===== src/rtl/branch_redirect_ctrl.sv =====
// Branch resolution and recovery sequencer with a predictor update queue.
// Latency: redirect/flush/counter one cycle after the resolving EX cycle; queued updates visible the cycle after enqueue.
// Backpressure: ex_stall holds EX while the queue has fewer than 2 free entries or a flush is in progress.
//
// Ports:
//   clk, rst                    clock, synchronous active-high reset
//   valid*/is_ctrl*/alucode*    EX slot qualifiers (slot 1 is older)
//   pc*/pred_taken*/pred_pc*    fetch-time PC and prediction per slot
//   taken*/target*              resolved outcome per slot
//   upd_ready / upd_*           predictor update port (head of queue)
//   redirect_valid/redirect_pc  one-cycle fetch redirect
//   flush                       kill IF..RR while recovering
//   ex_stall                    EX must hold its slots
//   mispredict_cnt              wrapping count of redirects issued
module branch_redirect_ctrl #(
  parameter int QDEPTH       = 4,
  parameter int FLUSH_CYCLES = 2
) (
  input  logic        clk,
  input  logic        rst,
  input  logic        valid1,
  input  logic        valid2,
  input  logic        is_ctrl1,
  input  logic        is_ctrl2,
  input  logic [5:0]  alucode1,
  input  logic [5:0]  alucode2,
  input  logic [31:0] pc1,
  input  logic [31:0] pc2,
  input  logic        pred_taken1,
  input  logic        pred_taken2,
  input  logic [31:0] pred_pc1,
  input  logic [31:0] pred_pc2,
  input  logic        taken1,
  input  logic        taken2,
  input  logic [31:0] target1,
  input  logic [31:0] target2,
  input  logic        upd_ready,
  output logic        upd_valid,
  output logic [5:0]  upd_alucode,
  output logic        upd_taken,
  output logic        redirect_valid,
  output logic [31:0] redirect_pc,
  output logic        flush,
  output logic        ex_stall,
  output logic [31:0] mispredict_cnt
);

  // Conditional branches occupy a contiguous ALU code range (BEQ=1 .. BGEU=6);
  // JAL=7 and JALR=8 follow and never update the predictor.
  localparam logic [5:0] ALU_BEQ  = 6'd1;
  localparam logic [5:0] ALU_BGEU = 6'd6;

  localparam int PW = (QDEPTH > 1) ? $clog2(QDEPTH) : 1;
  localparam int CW = PW + 1;
  localparam int FW = (FLUSH_CYCLES > 1) ? $clog2(FLUSH_CYCLES) : 1;

  localparam logic [0:0] S_IDLE  = 1'b0;
  localparam logic [0:0] S_FLUSH = 1'b1;

  function automatic logic is_branch(input logic [5:0] a);
    return (a >= ALU_BEQ) && (a <= ALU_BGEU);
  endfunction

  logic [0:0]        state_q, state_d;
  logic [FW-1:0]     fcnt_q, fcnt_d;
  logic [CW-1:0]     count_q, count_d;
  logic [PW-1:0]     rd_ptr_q, rd_ptr_d;
  logic [PW-1:0]     wr_ptr_q, wr_ptr_d;
  logic [5:0]        alu_mem_q [QDEPTH];
  logic [5:0]        alu_mem_d [QDEPTH];
  logic [QDEPTH-1:0] tkn_mem_q, tkn_mem_d;
  logic              redirect_valid_q, redirect_valid_d;
  logic [31:0]       redirect_pc_q, redirect_pc_d;
  logic [31:0]       mp_cnt_q, mp_cnt_d;

  logic              stall, live1, live2, mp1, mp2, mp_any;
  logic              enq1, enq2, deq;
  logic [31:0]       corr_pc;
  logic [CW-1:0]     nenq, ndeq;
  logic [PW-1:0]     wr2_ptr;

  // Resolution: slot 2 is on the wrong path when slot 1 is a taken control op,
  // and is also ignored entirely when slot 1 itself mispredicts.
  always_comb begin
    stall   = (count_q > CW'(QDEPTH - 2)) || (state_q == S_FLUSH);
    live1   = valid1 && is_ctrl1;
    live2   = valid2 && is_ctrl2 && !(live1 && taken1);
    mp1     = live1 && ((pred_taken1 != taken1) || (taken1 && (pred_pc1 != target1)));
    mp2     = live2 && !mp1 &&
              ((pred_taken2 != taken2) || (taken2 && (pred_pc2 != target2)));
    mp_any  = !stall && (mp1 || mp2);
    corr_pc = mp1 ? (taken1 ? target1 : pc1 + 32'd4)
                  : (taken2 ? target2 : pc2 + 32'd4);
    enq1    = !stall && live1 && is_branch(alucode1);
    enq2    = !stall && live2 && !mp1 && is_branch(alucode2);
    deq     = (count_q != '0) && upd_ready;
    nenq    = CW'(enq1) + CW'(enq2);
    ndeq    = CW'(deq);
  end

  // Update queue: slot 1 lands at the tail, slot 2 right behind it.
  always_comb begin
    alu_mem_d = alu_mem_q;
    tkn_mem_d = tkn_mem_q;
    wr2_ptr   = wr_ptr_q + PW'(enq1);
    if (enq1) begin
      alu_mem_d[wr_ptr_q] = alucode1;
      tkn_mem_d[wr_ptr_q] = taken1;
    end
    if (enq2) begin
      alu_mem_d[wr2_ptr] = alucode2;
      tkn_mem_d[wr2_ptr] = taken2;
    end
    wr_ptr_d = wr_ptr_q + PW'(nenq);
    rd_ptr_d = rd_ptr_q + PW'(ndeq);
    count_d  = count_q + nenq - ndeq;
  end

  // Recovery FSM: fcnt counts the flush cycles still to go after the current one.
  always_comb begin
    state_d          = state_q;
    fcnt_d           = fcnt_q;
    redirect_valid_d = 1'b0;
    redirect_pc_d    = redirect_pc_q;
    mp_cnt_d         = mp_cnt_q;
    if (state_q == S_IDLE) begin
      if (mp_any) begin
        state_d          = S_FLUSH;
        fcnt_d           = FW'(FLUSH_CYCLES - 1);
        redirect_valid_d = 1'b1;
        redirect_pc_d    = corr_pc;
        mp_cnt_d         = mp_cnt_q + 32'd1;
      end
    end else begin
      if (fcnt_q == '0) begin
        state_d = S_IDLE;
      end else begin
        fcnt_d = fcnt_q - FW'(1);
      end
    end
  end

  always_ff @(posedge clk) begin
    if (rst) begin
      state_q          <= S_IDLE;
      fcnt_q           <= '0;
      count_q          <= '0;
      rd_ptr_q         <= '0;
      wr_ptr_q         <= '0;
      alu_mem_q        <= '{default: '0};
      tkn_mem_q        <= '0;
      redirect_valid_q <= 1'b0;
      redirect_pc_q    <= '0;
      mp_cnt_q         <= '0;
    end else begin
      state_q          <= state_d;
      fcnt_q           <= fcnt_d;
      count_q          <= count_d;
      rd_ptr_q         <= rd_ptr_d;
      wr_ptr_q         <= wr_ptr_d;
      alu_mem_q        <= alu_mem_d;
      tkn_mem_q        <= tkn_mem_d;
      redirect_valid_q <= redirect_valid_d;
      redirect_pc_q    <= redirect_pc_d;
      mp_cnt_q         <= mp_cnt_d;
    end
  end

  assign upd_valid      = (count_q != '0);
  assign upd_alucode    = alu_mem_q[rd_ptr_q];
  assign upd_taken      = tkn_mem_q[rd_ptr_q];
  assign redirect_valid = redirect_valid_q;
  assign redirect_pc    = redirect_pc_q;
  assign flush          = (state_q == S_FLUSH);
  assign ex_stall       = stall;
  assign mispredict_cnt = mp_cnt_q;

endmodule


===== config.mk =====
export PLATFORM = sky130hd
export DESIGN_NAME = branch_redirect_ctrl
export DESIGN_NICKNAME = d
export VERILOG_FILES = /design/src/rtl/branch_redirect_ctrl.sv
export SDC_FILE = /design/constraint.sdc
export NUM_CORES = 1
export LEC_CHECK = 0
export CORE_MARGIN = 4
export CORE_UTILIZATION = 41
export CTS_CLUSTER_DIAMETER = 30
export DETAILED_ROUTE_END_ITERATION = 10
export GPL_ROUTABILITY_DRIVEN = 0
export GPL_TIMING_DRIVEN = 0
export PLACE_DENSITY = 0.83
export REMOVE_ABC_BUFFERS = 1
export SLEW_MARGIN = 0
export SYNTH_ARGS = -nofsm -noshare
export SYNTH_HDL_FRONTEND = slang
export SYNTH_SLANG_ARGS = --single-unit

===== constraint.sdc =====
create_clock -name clk -period 3.3 [get_ports clk]
set_clock_uncertainty 0.1 [all_clocks]
set_input_delay 0.66 -clock clk [delete_from_list [all_inputs] [get_ports clk]]
set_output_delay 0.66 -clock clk [all_outputs]
set_load 0.01 [all_outputs]

## After elaboration in Yosys (flattened, before gate mapping)

Index checks and enable logic that the tools add are counted.

| word-level totals | value |
|---|---|
| input port bits | 215 |
| RAM bits | 0 |
| latch bits | 0 |
| flip-flop bits (word level) | 102 |
| memories | 0 |
| logic and storage cells | 109 |
| bits in read-only memories | 0 |
| output and inout port bits | 75 |

| cells by class | value |
|---|---|
| $add $sub $neg | 10 |
| order comparisons | 15 |
| shift-type cells | 0 |
| divide/modulo/power cells | 0 |
| multipliers | 0 |
| reductions and logical operators | 33 |
| equal/unequal tests | 4 |
| multiplexer cells | 30 |
| bitwise logic cells | 4 |

Operators by type and width:

| operator | number |
|---|---|
| 2-to-1 mux 32 bit | 3 |
| adder 32 x 3 -> 32 bit (second input constant) | 2 |
| inequality test 32 bit | 2 |
| bitwise mux 24 bit | 2 |
| 2-to-1 mux 24 bit | 2 |
| adder 32 x 1 -> 32 bit (second input constant) | 1 |
| demux 6 bit (select 2 bit) | 2 |
| 2-to-1 mux 6 bit | 4 |
| logical AND 1 bit | 22 |
| binary-select mux 6 bit (select 2 bit) | 1 |
| >= comparator 6 x 1 -> 1 bit (second input constant) | 2 |
| less-or-equal comparator 6 x 3 -> 1 bit (second input constant) | 2 |
| >= comparator 3 bit (second input constant) | 3 |
| less-than comparator 2 x 3 -> 1 bit (second input constant) | 3 |
| 2-to-1 mux 1 bit | 9 |
| NOT 2 -> 3 bit | 3 |
| bitwise mux 4 bit | 2 |
| 2-to-1 mux 4 bit | 2 |
| less-than comparator 3 x 1 -> 1 bit (second input constant) | 2 |
| adder 2 x 1 -> 2 bit | 2 |
| demux 1 bit (select 2 bit) | 2 |
| >= comparator 2 x 1 -> 1 bit (second input constant) | 2 |
| logical OR 1 bit | 4 |
| adder 3 x 2 -> 3 bit | 1 |
| other kinds (13) | 16 |

## Longest topological paths before layout

Gate-level depths: netlist of run 1.

| depth | value |
|---|---|
| depth in word-level cells | 13 |
| depth in mapped cells | 17 |
| depth with buffers taken out | 16 |

## Worst setup path after synthesis of run 1

Ideal clock, no wire load.

| timing | value |
|---|---|
| kind | input to register |
| from | input port target1[27] |
| to | register count_q[2] |
| arrival | 3.205 ns |
| setup slack | -0.132 ns |
| library setup time | 0.128 ns |
| stages | 17 |
| buffers on the path | 1 |
| cell sequence | xnor2_1 nand4_1 nor3_1 and4_1 nor2_1 clkbuf_1 nor2_1 ha_1 inv_1 ha_1 inv_1 ha_1 inv_1 fa_1 xnor2_1 xnor2_1 nor2_1 |

| between the ends | value |
|---|---|
| word-level cells in the longest chain between the ends | 10 |

RTL lines:

| element | line | source |
|---|---|---|
| from (decl) | 35 | `input logic [31:0] target1,` |
| inequality test 32 bit | 88 | `mp1 = live1 && ((pred_taken1 != taken1) \|\| (taken1 && (pred_pc1 != target1)));` |
| logical AND 1 bit | 88 |  |
| logical OR 1 bit | 88 |  |
| logical AND 1 bit | 88 |  |
| zero test 1 bit | 95 | `enq2 = !stall && live2 && !mp1 && is_branch(alucode2);` |
| logical AND 1 bit (2 in series) | 95 |  |
| adder 1 x 1 -> 2 bit | 97 | `nenq = CW'(enq1) + CW'(enq2);` |
| adder 3 x 2 -> 3 bit | 116 | `count_d = count_q + nenq - ndeq;` |
| subtractor 3 x 1 -> 3 bit | 116 |  |
| to (signal assigned) | 158 | `count_q <= count_d;` |
| to (decl) | 66 | `logic [CW-1:0] count_q, count_d;` |

No other way between the ends.
A chain may end at the register's enable or synchronous reset.

## Worst setup path in the final report of run 1

| timing | value |
|---|---|
| from | input port pred_pc1[27] |
| to | register count_q[2] |

| between the ends | value |
|---|---|
| word-level cells in the longest chain between the ends | 10 |

RTL lines:

| element | line | source |
|---|---|---|
| from (decl) | 31 | `input logic [31:0] pred_pc1,` |
| inequality test 32 bit | 88 |  |
| logical AND 1 bit | 88 |  |
| logical OR 1 bit | 88 |  |
| logical AND 1 bit | 88 |  |
| zero test 1 bit | 95 |  |
| logical AND 1 bit (2 in series) | 95 |  |
| adder 1 x 1 -> 2 bit | 97 |  |
| adder 3 x 2 -> 3 bit | 116 |  |
| subtractor 3 x 1 -> 3 bit | 116 |  |

No other way between the ends.

==> results of run 1 <==
## sequential cells by signal, indices dropped and copies added, names as in the netlist
register        flops
tkn_mem_q           4
redirect_valid      1
mispredict_cnt     32
wr_ptr_q            2
flush               1
count_q             3
alu_mem_q          24
fcnt_q              1
redirect_pc        32
rd_ptr_q            2
## cells by family (layout without fill, tap and decap cells)
family	Yosys count	in the layout	synth area share, %
simple gates	431	432	29.48
buf+inv	76	337	3.997
fa+ha+maj	11	11	1.877
mux	67	67	10.44
flops	102	102	26.41
compound gates	153	153	13.53
xor+xnor	126	126	14.27
## worst max path at each step
stage / from / endpoint / slack, ps / depth (start not counted)
after global placement: taken1 / redirect_pc[2] / -4520 / 5
after CTS: pred_pc1[5] / count_q[2] / -1 / 17
after floorplan: target1[27] / count_q[2] / -700 / 16
after detailed placement: target1[8] / count_q[2] / -1330 / 17
after global routing: pred_pc1[27] / count_q[2] / -120 / 17
final: pred_pc1[27] / count_q[2] / 40 / 17
## final cells by class
type                            count  area [sq um]  share of cell area [%]
Inverter                           15         58.81                  0.5200
Tap cell                          229         286.5                   2.533
Clock inverter                      7         88.84                  0.7855
Timing Repair Buffer              306          3017                   26.67
Clock buffer                        9         225.2                   1.991
Multi-Input combinational cell    789          5592                   49.44
Sequential cell                   102          2042                   18.06
## power groups by stage
stage / sequential, mW / combinational, mW / clock, mW
floorplan: 1.48 / 0.536 / 0
global placement: 1.47 / 1.30 / 0
detailed placement: 1.47 / 1.34 / 0
CTS: 1.45 / 1.36 / 1.12
global route: 1.47 / 1.51 / 1.16
finish: 1.45 / 1.41 / 1.10
## metal layers
layer	track usage, %	part of all wire, %	wire (um)
met5	0	0	0
met4	7.930	2.7	801
met3	5.201	7.0	2051
met2	46.93	52	15150
met1	31.02	39	11360
## what timing repair did
item,in CTS,in global routing
gates resized for setup,111,18
cloned,0,1
endpoints found under the setup margin,86,42
pin swaps,46,16
setup buffers,6,4
## cells in the final DEF, fill, tap and decap left out, types with 6 or more instances in the layout
cell type        netlist  final
a211oi_1              13     13
a21oi_1               36     36
a311oi_1              25     25
and2_1                 6      6
and3_1                17     17
and4_1                20     19
buf_2                  7      6
buf_4                  4     13
clkbuf_16              0      9
clkdlybuf4s15_1        0      7
clkdlybuf4s50_1        0    228
dfxtp_1              102    102
dlygate4sd2_1          0     43
ha_1                  10      7
inv_1                 14     11
mux2_2                37     37
mux2i_1               21     21
mux4_2                 7      7
nand2_1               98     97
nand2b_1              21     21
nand3_1               50     49
nand4_1               30     30
nor2_1                72     66
nor2b_1               33     33
nor3_1                41     38
nor4_1                18     17
o211ai_1              21     21
o21ai_0               39     36
o21ai_1                3      6
xnor2_1               77     71
xor2_1                49     49
## critical path: stages
cell           delay (ps)
dlygate4sd2_1         250
xnor2_1               170
nand4_1               160
nor3_4                280
and4_4                280
nor2_4                 50
nor2_4                150
ha_4                  220
inv_4                  60
ha_4                  180
inv_2                  40
ha_2                  150
inv_2                  40
fa_2                  340
xnor2_2               160
xnor2_1               140
nor2_1                 60
==> impl_metrics.csv, run 1 <==
group,metric,value,unit
outcome,status,"finished clean",
layout,fin_cells,1457,
setup_path,r2r-start,"count_q[0]",
synthesis,synth_top_area_share,26.41,%
clocking,clock-sinks,102,
setup_path,crit_fanout,2,
sta,finalSetupTns,0,ps
synthesis,synth_warnings,0,
synthesis,yosysUniqueCellTypes,55,
sta,rsz0062_at_grt,"yes",
sta,worst_hold_slack,369.3,ps
synthesis,synthArstFlopShare,0,%
sta,hold_violations,0,
synthesis,yosysTopAreaCell,"dfxtp_1",
setup_path,end_kind,"register",
global_routing,grt_pass1_wl,44510,um
synthesis,yosys-top-cells-count,"dfxtp_1 (102), nand2_1 (98), xnor2_1 (77)",
clocking,hold_buffers,0,
sta,setup_ws,40.32,ps
synthesis,avgSynthCellArea,8.005,sq um
synthesis,synth_edf_count,0,
sta,fmax,306.8,MHz
synthesis,synth.area.top_cells,"dfxtp_1 (26%), xnor2_1 (8.7%), xor2_1 (5.6%), mux2_2 (5.4%), nand2_1 (4.8%)",
placed_design,dp_cells,1430,
clocking,clockRootBuffer,"clkbuf_16",
pwr,power.share.combinational,35.5,%
routing,ant_nets,0,
hold_path,whs_endpoint,"redirect_pc[2]",
pwr,power,3.958,mW
placed_design,dp.final_hpwl,22640,um
synthesis,synth-seq-cells,102,
pwr,p_sw,1.351,mW
die,die_w,145.3,um
synthesis,ys_seq_area_share,26.41,%
synthesis,syn_area,7732,sq um
die,die_y,145.3,um
clocking,cts_inserted_buffers,9,
layout,antenna_cells,0,
layout,fin_area,11310,sq um
global_routing,grt.total_usage,25.96,%
sta,relSlewSlack,37.89,%
placed_design,dpl_cell_area,10810,sq um
clocking,clk_latency,350,ps
layout,drive_above_1_share,10.75,%
global_routing,antenna_found_initial,0,
setup_path,crit_path_start_kind,"primary input",
routing,drc,0,
sta,slew_violations,0,
setup_path,crit_type,"primary input to register",
routing,wirelength,29360,um
hold_path,whs_path_depth,2,
hold_path,min-delay-start,"redirect_pc[2]",
pwr,p_per_area,350.0,nW/um^2
die,fp-row-count,49,
routing,wire_per_inst,20.15,um
placed_design,portBuffers,289,
pwr,ir_drop,0.0002735,V
clocking,path_clk_slew,80,ps
global_routing,grt_max_degree,76,
die,design.die.area,21120,sq um
sta,fin_crit_sh,98.78,%
setup_path,cp.required,3430,ps
sta,fin_crit,3260,ps
setup_path,ff2ff_path_depth,13,
routing,routed-via-count,8400,
layout,area_growth,46.26,%
setup_path,r2r_slack,170,ps
pwr,p_leak,4.121,nW
synthesis,yosysMostFrequentCell,"dfxtp_1",
job,maxCapViolCount,0,
sta,worstMarginPinSlew,925.5,ps
pwr,intPower,2.607,mW
die,core,18270,sq um
die,start_util,42.32,%
layout,post-route-util,61.90,%
setup_path,reg2reg_to,"count_q[2]",
pwr,seqPwrFrac,36.7,%
hold_path,hold_class,"register to register",
clocking,cts_tree,"done",
pwr,clockPowerShare,27.8,%
die,pin_count,290,
pwr,sw_frac_of_total,34.14,%
sta,setup_viol,0,
clocking,clockBufferDepth,2,
synthesis,yosys_most_used_dff,"dfxtp_1",
layout,layout.nets,1449,
clocking,htree_num_levels,3,
layout,fill_cells,1597,
routing,first_iter_violations,519,
placed_design,pre_cts_ws,-1328,ps
setup_path,worstPathArrival,3390,ps
global_routing,grt_overflow,0,
routing,dr.pass1.iters,5,
global_routing,grt_pass1_vias,8274,
synthesis,synthCells,966,
routing,vias_per_cell,5.765,
(Power assumes the default switching activity.)
==> inputs of run 2 (changes only) <==
--- a/config.mk
+++ b/config.mk
@@ -11,7 +11,7 @@
 export DETAILED_ROUTE_END_ITERATION = 10
 export GPL_ROUTABILITY_DRIVEN = 0
 export GPL_TIMING_DRIVEN = 0
-export PLACE_DENSITY = 0.83
+export PLACE_DENSITY = 0.82
 export REMOVE_ABC_BUFFERS = 1
 export SLEW_MARGIN = 0
 export SYNTH_ARGS = -nofsm -noshare
==> run 2 against run 1 <==
  * Utilization fell by 0.42 points
  * Sequential share of layout area increased by 0.12 points
  * Power shrank 1.2%
  * Routed wire length down 3.0%
  * Final area fell by 0.67%
  * Global-route usage is 0.28 points lower
  * Via count decreased by 1.8%
  * Setup slack worse by 33 ps
  * Die area is the same
  * Worst hold slack got worse by 3.2 ps
  * Critical path type unchanged
==> impl_metrics.csv, run 2 (same netlist as run 1, synthesis figures left out) <==
group,metric,value,unit
layout,fin_cells,1452,
die,die_w,145.3,um
pwr,p_per_area,348.2,nW/um^2
die,fp-row-count,49,
global_routing,antenna_found_initial,0,
setup_path,r2r_slack,70,ps
clocking,clk_latency,360,ps
pwr,ir_drop,0.0002385,V
routing,routed-via-count,8249,
placed_design,dpl_cell_area,10800,sq um
routing,drc,0,
routing,vias_per_cell,5.681,
hold_path,min-delay-start,"fcnt_q",
sta,relSlewSlack,17.22,%
setup_path,cp.required,3450,ps
setup_path,path_cells,"dlygate4sd2_1, xnor2_2, nand4_1, nor3_2, and4_4, nor2_4, nor2_2, ha_1, inv_1, ha_1, inv_1, ha_2, inv_2, fa_2, xnor2_2, xnor2_1, nor2_1",
routing,dr.pass1.iters,5,
pwr,seqPwrFrac,37.0,%
clocking,cts_tree,"done",
global_routing,grt.total_usage,25.68,%
hold_path,hold_class,"register to register",
setup_path,crit_fanout,2,
sta,fin_crit,3293,ps
outcome,status,"finished clean",
setup_path,cp_slowest_cell,"fa_2",
sta,finalSetupTns,0,ps
routing,wirelength,28480,um
global_routing,grt_pass1_vias,8164,
pwr,clockPowerShare,28.1,%
layout,layout_common_cells,"clkdlybuf4s50_1 (218), dfxtp_1 (102), nand2_1 (97)",
sta,fin_crit_sh,99.79,%
setup_path,slowest_delay,350,ps
global_routing,grt_pass1_wl,43810,um
setup_path,worstPathArrival,3440,ps
sta,slew_violations,0,
pwr,power.share.combinational,34.9,%
die,design.die.area,21120,sq um
setup_path,end_kind,"register",
layout,fill_cells,1652,
sta,setup_ws,6.830,ps
placed_design,dp.final_hpwl,22720,um
setup_path,reg2reg_to,"count_q[2]",
layout,fin_area,11230,sq um
clocking,cts_inserted_buffers,9,
routing,wire_per_inst,19.61,um
clocking,htree_num_levels,3,
hold_path,whs_endpoint,"flush",
clocking,path_clk_slew,80,ps
layout,layout.nets,1444,
setup_path,ff2ff_path_depth,15,
global_routing,grt_overflow,0,
sta,fmax,303.7,MHz
die,die_y,145.3,um
placed_design,dp_cells,1430,
routing,ant_nets,0,
clocking,clockRootBuffer,"clkbuf_16",
pwr,intPower,2.590,mW
job,maxCapViolCount,0,
sta,worst_hold_slack,366.1,ps
sta,worstMarginPinSlew,1229,ps
global_routing,grt_max_degree,74,
layout,drive_above_1_share,9.730,%
pwr,sw_frac_of_total,33.78,%
setup_path,crit_type,"primary input to register",
die,pin_count,290,
sta,rsz0062_at_grt,"yes",
die,start_util,42.32,%
layout,layout_commonest_cell,"clkdlybuf4s50_1",
pwr,p_leak,4.115,nW
clocking,clockBufferDepth,2,
placed_design,portBuffers,289,
routing,first_iter_violations,389,
sta,setup_viol,0,
placed_design,pre_cts_ws,-1376,ps
sta,hold_violations,0,
clocking,hold_buffers,0,
setup_path,r2r-start,"count_q[0]",
layout,area_growth,45.28,%
pwr,p_sw,1.322,mW
layout,antenna_cells,0,
setup_path,crit_path_start_kind,"primary input",
clocking,clock-sinks,102,
die,core,18270,sq um
hold_path,whs_path_depth,2,
[run 2: metal layers]
metal / vias up / routed length (um) / track usage [%] / part of all wire [%]
met4: 0 / 828 / 7.360 / 2.9
met3: 49 / 2130 / 6.665 / 7.5
li1: 4010 / - / - / -
met5: - / 0 / 0 / 0
met2: 334 / 14320 / 45.90 / 50
met1: 3856 / 11200 / 30.38 / 39
[run 2: timing repair]
item / CTS / global route
endpoints found under the setup margin: 73 / 55
buffers inserted: 5 / 1
pin swaps: 46 / 10
resized for setup: 97 / 9
[run 2: area by class of cell]
| cell class | instances | area (sq um) | area share [%] |
|---|---|---|---|
| well taps | 229 | 286.5 | 2.551 |
| inverters | 15 | 56.30 | 0.5012 |
| repair buffers | 302 | 2983 | 26.55 |
| clock inverters | 7 | 83.83 | 0.7463 |
| clock buffers | 9 | 225.2 | 2.005 |
| multi-input cells | 788 | 5557 | 49.47 |
| flip-flops and latches | 102 | 2042 | 18.18 |
[run 2: critical path, delay by kind of cell]
family | cells | cell delay (ps)
xor+xnor | 3 | 480
fa+ha+maj | 4 | 980
buf+inv | 4 | 430
simple gates | 6 | 910
[run 2: how the worst max path moves through the flow]
stage / end / slack [ps] / depth (start not counted) / startpoint
2_1_floorplan: count_q[2] / -700 / 16 / target1[27]
3_3_place_gp: redirect_pc[31] / -4350 / 5 / taken1
3_5_place_dp: redirect_pc[23] / -1380 / 8 / target1[27]
4_1_cts: count_q[2] / 5 / 17 / target1[21]
5_1_grt: count_q[2] / -150 / 17 / pred_pc1[27]
6_report: count_q[2] / 7 / 17 / pred_pc1[27]
[run 2: power by group through the flow]
stage	Sequential [mW]	Combinational, mW	Clock [mW]
finish	1.45	1.37	1.10
CTS	1.44	1.35	1.12
floorplan	1.48	0.536	0
global placement	1.46	1.30	0
global route	1.46	1.47	1.18
detailed placement	1.47	1.34	0
[run 2: through the flow]
stage | util (%) | power (mW)
after detailed placement | 59.11 | 2.808
after global placement | 58.34 | 2.765
after floorplan | - | 2.019
final | 61.48 | 3.912
after global routing | 61.48 | 4.110
after CTS | 61.16 | 3.910
